===== src/rtl/uart_tx_arbiter.sv =====
// Round-robin arbiter that shares one UART transmitter among NUM_REQ byte producers.
// Launches one frame per grant and follows tx_ready through busy and back to idle.
module uart_tx_arbiter #(
   parameter int unsigned WORD_SIZE    = 8,
   parameter int unsigned NUM_REQ      = 4,
   parameter int unsigned BUSY_TIMEOUT = 8
) (
   input  logic                         clk,
   input  logic                         rstn,
   input  logic [NUM_REQ-1:0]           req_valid,
   input  logic [NUM_REQ*WORD_SIZE-1:0] req_data,
   output logic [NUM_REQ-1:0]           req_ready,
   input  logic                         tx_ready,
   output logic                         send_valid,
   output logic [WORD_SIZE-1:0]         data_bits,
   output logic [$clog2(NUM_REQ)-1:0]   grant_id,
   output logic                         busy,
   output logic                         frame_done,
   output logic                         launch_err
);

   localparam int unsigned ID_W  = $clog2(NUM_REQ);
   localparam int unsigned CNT_W = $clog2(BUSY_TIMEOUT + 1);

   localparam logic [ID_W-1:0]  LAST_RST = ID_W'(NUM_REQ - 1);
   localparam logic [CNT_W-1:0] CNT_LAST = CNT_W'(BUSY_TIMEOUT - 1);

   typedef enum logic [1:0] {
      IDLE      = 2'd0,
      LAUNCH    = 2'd1,
      WAIT_BUSY = 2'd2,
      WAIT_DONE = 2'd3
   } state_t;

   state_t               state_q;
   state_t               state_d;
   logic [ID_W-1:0]      last_q;
   logic [ID_W-1:0]      last_d;
   logic [CNT_W-1:0]     cnt_q;
   logic [CNT_W-1:0]     cnt_d;
   logic [NUM_REQ-1:0]   req_ready_d;
   logic                 send_valid_d;
   logic [WORD_SIZE-1:0] data_d;
   logic [ID_W-1:0]      grant_d;
   logic                 frame_done_d;
   logic                 launch_err_d;

   logic                 pick_found;
   logic [ID_W-1:0]      pick_idx;

   // Rotating-priority pick: scan last+1, last+2, ... wrapping at NUM_REQ.
   always_comb begin : rr_pick
      int unsigned cand;
      cand       = 0;
      pick_found = 1'b0;
      pick_idx   = '0;
      for (int unsigned off = 1; off <= NUM_REQ; off++) begin
         cand = 32'(last_q) + off;
         if (cand >= NUM_REQ) begin
            cand = cand - NUM_REQ;
         end
         if (!pick_found && req_valid[ID_W'(cand)]) begin
            pick_found = 1'b1;
            pick_idx   = ID_W'(cand);
         end
      end
   end

   // Next-state and next-output decode.
   always_comb begin : fsm_next
      state_d      = state_q;
      last_d       = last_q;
      cnt_d        = cnt_q;
      req_ready_d  = '0;
      send_valid_d = 1'b0;
      data_d       = data_bits;
      grant_d      = grant_id;
      frame_done_d = 1'b0;
      launch_err_d = 1'b0;

      unique case (state_q)
         IDLE: begin
            if (tx_ready && pick_found) begin
               state_d               = LAUNCH;
               last_d                = pick_idx;
               grant_d               = pick_idx;
               data_d                = req_data[32'(pick_idx) * WORD_SIZE +: WORD_SIZE];
               req_ready_d[pick_idx] = 1'b1;
               send_valid_d          = 1'b1;
            end
         end
         LAUNCH: begin
            cnt_d   = '0;
            state_d = WAIT_BUSY;
         end
         WAIT_BUSY: begin
            // A transmitter that never drops tx_ready loses the word; last still advances.
            if (!tx_ready) begin
               state_d = WAIT_DONE;
            end else if (cnt_q == CNT_LAST) begin
               launch_err_d = 1'b1;
               state_d      = IDLE;
            end else begin
               cnt_d = cnt_q + 1'b1;
            end
         end
         WAIT_DONE: begin
            if (tx_ready) begin
               frame_done_d = 1'b1;
               state_d      = IDLE;
            end
         end
         default: begin
            state_d = IDLE;
         end
      endcase
   end

   // State and registered outputs.
   always_ff @(posedge clk or negedge rstn) begin
      if (!rstn) begin
         state_q    <= IDLE;
         last_q     <= LAST_RST;
         cnt_q      <= '0;
         req_ready  <= '0;
         send_valid <= 1'b0;
         data_bits  <= '0;
         grant_id   <= '0;
         busy       <= 1'b0;
         frame_done <= 1'b0;
         launch_err <= 1'b0;
      end else begin
         state_q    <= state_d;
         last_q     <= last_d;
         cnt_q      <= cnt_d;
         req_ready  <= req_ready_d;
         send_valid <= send_valid_d;
         data_bits  <= data_d;
         grant_id   <= grant_d;
         busy       <= (state_d != IDLE);
         frame_done <= frame_done_d;
         launch_err <= launch_err_d;
      end
   end

endmodule


===== config.mk =====
export PLATFORM = sky130hd
export DESIGN_NAME = uart_tx_arbiter
export DESIGN_NICKNAME = d
export VERILOG_FILES = /design/src/rtl/uart_tx_arbiter.sv
export SDC_FILE = /design/constraint.sdc
export NUM_CORES = 1
export LEC_CHECK = 0
export ABC_AREA = 1
export CAP_MARGIN = 10
export CORE_UTILIZATION = 45
export CTS_CLUSTER_DIAMETER = 80
export DETAILED_ROUTE_END_ITERATION = 12
export DONT_BUFFER_PORTS = 1
export PLACE_DENSITY = 0.63
export SYNTH_ARGS = -nofsm -noshare
export SYNTH_HDL_FRONTEND = slang
export SYNTH_SLANG_ARGS = --single-unit

===== constraint.sdc =====
create_clock -name clk -period 1.8 [get_ports clk]
set_input_delay 0.36 -clock clk [delete_from_list [all_inputs] [get_ports clk]]
set_output_delay 0.36 -clock clk [all_outputs]
set_load 0.02 [all_outputs]

* Yosys cells after proc, flatten, opt, wreduce, memory -nomap -nowiden
Index checks and enable logic that the tools add are counted.
** Storage, ports and cells
- Output and inout bits :: 18
- RAM bits :: 0
- Logic and storage cells :: 88
- Latch bits :: 0
- Memory bits (read-only) :: 0
- Memories :: 0
- Input port bits :: 39
- Flip-flop bits (word level) :: 26
** Cells by class
- Equality and inequality tests :: 6
- $add $sub $neg :: 9
- Bitwise logic cells :: 0
- Muxes and demuxes :: 39
- Shift-type cells :: 1
- $lt $le $gt $ge :: 10
- Divide/modulo/power cells :: 0
- Multipliers :: 0
- Reduce and logical (&&, ||, !) cells :: 13
** Operators with widths (number)
- indexed part select 32 x 6 -> 8 bit :: 1
- 2-to-1 mux 2 bit :: 12
- 2-to-1 mux 1 bit :: 16
- 2-to-1 mux 4 bit :: 4
- < comparator 2 x 3 -> 1 bit (second input constant) :: 5
- >= comparator 3 bit (second input constant) :: 3
- binary-select mux 1 bit (select 2 bit) :: 4
- one-hot mux 2 bit (4 select lines) :: 1
- one-hot mux 4 bit (2 select lines) :: 1
- subtractor 2 x 1 -> 2 bit (second input constant) :: 4
- adder 2 x 2 -> 3 bit (second input constant) :: 2
- logical AND 1 bit :: 5
- adder 2 x 3 -> 4 bit (second input constant) :: 1
- adder 4 x 1 -> 4 bit (second input constant) :: 1
- equality test 2 bit (second input constant) :: 2
- equality test 4 x 3 -> 1 bit (second input constant) :: 1
- >= comparator 4 x 3 -> 1 bit (second input constant) :: 1
- inequality test 2 bit (second input constant) :: 2
- nonzero test 2 bit :: 2
- adder 2 x 1 -> 3 bit (second input constant) :: 1
- zero test 1 bit :: 3
- AND reduction 3 bit :: 1
- demux 1 bit (select 2 bit) :: 1
- equality test 2 x 1 -> 1 bit (second input constant) :: 1
- 3 further kinds :: 3

* Logic depth before layout (Yosys ltp)
- Depth after elaboration :: 21
- Mapped depth :: 16
- Mapped depth without buffers :: 14

* Worst setup path after synthesis
Ideal clock, no wire load.
- Path type :: reg2reg
- Start point :: reg last_q[0]
- End point :: reg data_bits[4]
- Path slack :: 89 ps
- Buffers on the path :: 2
- Cell stages (with the launch flop) :: 16
- Clock period less this slack :: 1711 ps
- Arrival :: 1587 ps
- Setup time :: 124 ps
- Required time :: 1676 ps
- Cells stage by stage :: dfstp_2 buf_6 inv_6 nand2_4 nand2_2 nand2_1 nand2_1 nor2_4 nand3_2 nand2_1 inv_2 nand2_4 inv_2 buf_6 nand3_1 nand3_1
** Between the ends
- Cells in the longest elaborated chain, start to end :: 17
- Elaborated cells between the ends (all ways) :: 41
- Those cells by class :: add/sub (8); order compare (4); shift (1); mux (20); reduce/logical (8)
** RTL lines
- start, declared :: line 37 : logic [ID_W-1:0] last_q;
- start signal, assigned :: line 134 : last_q <= last_d;
- parallel branches: the longest is 17 deep, another holds adder 2 x 1 -> 3 bit
- end signal, assigned :: line 138 : data_bits <= data_d;
- end, declared :: line 15 : output logic [WORD_SIZE-1:0] data_bits,
Several ways; the timed one is not identified. The select of a mux whose other input is x is not followed.
A chain may end at the register's enable or synchronous reset.

* Final worst setup path
- Start point :: reg last_q[0]
- End point :: reg data_bits[7]
Same word-level chain as after synthesis.

==> qor.txt <==
Gate power share: 66.5%
kind of critical path: register to register
post-synthesis xor/xnor area fraction: 0.528%
top cells by area, synth: dfrtp_1, nand2_1, inv_1, nand3_1, nand4_1
Syn Std Cell Area: 1660 sq um
post-synthesis mux area share: 0%
Avg Inst Size Synth: 7.02 sq um
Final HPWL DP: 2560 um
Core ar.: 3440 sq um
max-cap violation count: 0
Ant. Diodes: 0
htree depth: 1
CTS Root Cell: clkbuf_8
final RePlAce weighted congestion: 0.800
Inst Count DP: 290
# DRC: 0
main combinational cell family by area after synthesis: simple AND/OR/NAND/NOR gates
post-synthesis simple-gate area fraction: 42.6%
grt total ovfl: 0
Max Clock Skew: 9.67 ps
final WL: 3790 um
share of layout cells above drive strength 1: 29.1%
Leakage: 1.18 nW
post-route antenna net violation count: 0
minimum clock period: 1920 ps
Seq cells post-synth: 26
1st-iter DRT viols: 92
Yosys warning total: 0
switching power: 2.41 mW
largest net degree at the start of global routing: 27
Slew headroom: 73.1%
peak supply drop: 1030 uV
Slew Viols, Final: 0
initial antenna violation count: 0
clock slew seen by the registers of the worst setup and hold paths: 90 ps
DR pass1 iterations: 4
Area Growth Syn to Fin: 26.9%
Pwr Density: 2350 nW/um^2
CTS tree: yes
Final period util: 107%
die height: 62.7 um
Netlist cell types: 25
required time of the critical path: 1960 ps
vias per cell: 4.98
GRT Util Overall: 20.8%
Adder-Cell Fraction of Synth Area: 0.755%
Initial Utilization: 48.2%
I/O pin count: 57
Power, Total: 4.95 mW
outcome: complete, but fails checks
Final Core Density: 61.1%
compound-gate portion of the synthesized area: 3.32%
Synth top area share: 36.2%
clock share of power: 9.5%
Internal: 2.55 mW
failing checks: negative setup slack
switching share of power: 48.6%
vias in the first global route: 1468
CTS buffer count: 3
Hold Path Class: input pin to register
post-synth top area cell: dfrtp_1
Die ar.: 3930 sq um
Clock Sink Count: 26
Setup TNS: -1060 ps
CTS Buffer Depth: 2
Worst Path Arrival: 2080 ps
first-pass GRT wire length: 6570 um
Worst Setup Start Kind: register
PnR worst setup slack: -120 ps
post-layout net count: 302
Seq/Total Area, Yosys: 39.4%
Die Wd: 62.7 um
RSZ-0062 raised after global routing: yes
Port-buffer cells: 0
Flop pwr share: 24.0%
worst slew pin tran: 401 ps
worst-skew pair later-pin latency: 270 ps
Final Non-Filler Cells: 307
CP Capture Type: register
Hold Violations, Final: 0
cell area after layout: 2100 sq um
Cell Area, Placed: 1780 sq um
Mapped Cells: 236
f_max: 521 MHz
Rows: 21
worst-path maximum fanout: 5
Syn Nets: 276
DR vias: 1528
# setup viols final: 16
DR WL/cell: 12.4 um
worst paths after layout:
kind | startpoint | end | slack (ps) | cells past startpoint
max in group asynchronous | rstn | last_q[0] | 1070 | 2
min reg2reg | cnt_q[3] | launch_err | 500 | 1
min | tx_ready | state_q[0] | 180 | 1
max reg2reg | last_q[0] | data_bits[7] | -120 | 14
max | last_q[0] | data_bits[7] | -120 | 14
min in group asynchronous | rstn | data_bits[1] | 510 | 2
cells by family after synthesis:
logic type / Yosys count
flops: 26
simple gates: 151
compound gates: 10
buf+inv: 47
xor+xnor: 1
fa+ha+maj: 1
state kept, by name (all words and copies together) (netlist names):
| signal | count |
|---|---|
| busy | 1 |
| data_bits | 8 |
| last_q | 2 |
| state_q | 2 |
| launch_err | 1 |
| grant_id | 2 |
| send_valid | 1 |
| frame_done | 1 |
| req_ready | 4 |
| cnt_q | 4 |
metal layers:
metal  track usage, %  up-vias  part of all wire, %
li1                 -      794                    -
met1             25.6      681                   45
met2             35.6       49                   49
met3             6.20        4                  5.9
met4             4.94        0                 0.61
met5                0        -                    0
critical path: stages (launching register included):
cell and delay, ps:
dfstp_2 630, buf_4 140, nand2_1 60, nand2_2 70, nand2_1 60, nand2_2 90
buf_4 110, nand3_2 130, nand2_1 90, nor2_1 40, buf_4 140, nand3_1 80
nand2_1 50, nand2_1 50, nand2_1 50
what timing repair did:
action	in CTS	in global routing
endpoints found under the hold margin	26	0
gates cloned	2	1
endpoints found under the setup margin	18	18
hold buffers	2	0
setup buffers	5	3
pin swaps	3	2
gates resized for setup	29	11
synthesized netlist by cell type:
library cell  count
nand2_1          80
inv_1            33
dfrtp_1          24
nand3_1          22
nor2_1           18
nand4_1          12
nand2_2           7
a21oi_1           5
buf_6             4
inv_2             4
o21ai_1           4
buf_2             3
nand3_2           3
nand3b_1          3
buf_4             2
dfstp_2           2
nand2_4           2
a32o_1            1
ha_1              1
inv_6             1
nor2_4            1
nor3_2            1
nor4_1            1
or2_1             1
xor2_1            1
metrics by stage:
| stage | setup slack [ps] | hold WS (ps) |
|---|---|---|
| 5_1_grt | -262 | 166 |
| 3_5_place_dp | -178 | 64.9 |
| 6_report | -120 | 180 |
| 4_1_cts | -98.8 | 172 |
| 2_1_floorplan | 89.0 | 64.4 |
| 3_3_place_gp | -160 | 64.8 |
power by group through the flow:
stage	Clock, mW	Combinational (mW)	Sequential, mW
floorplan	0	2.01	1.13
detailed placement	0	2.63	1.21
CTS	0.478	3.10	1.19
finish	0.470	3.29	1.19
global route	0.504	3.65	1.23
global placement	0	2.62	1.20
layout by cell type (no fill, tap or decap), types with 2 or more instances in the layout:
master	n
a21oi_1	5
buf_12	2
buf_4	21
buf_6	4
clkbuf_8	3
dfrtp_1	24
dfstp_2	2
inv_1	31
inv_2	4
inv_6	2
nand2_1	66
nand2_2	19
nand2_4	3
nand3_1	19
nand3_2	4
nand3_4	3
nand3b_1	3
nand4_1	12
nor2_1	17
nor2_4	2
o21ai_1	2
o21ai_2	2
final cells by class:
type	instances	area, sq um
Tap cell	46	57.6
Inverter	38	163
Clock buffer	3	41.3
Sequential cell	26	653
Multi-Input combinational cell	164	898
Timing Repair Buffer	28	253
Timing Repair inverter	1	8.76
Clock inverter	1	30.0
Fill cell	321	1340
Power figures use the tool's default switching activity.
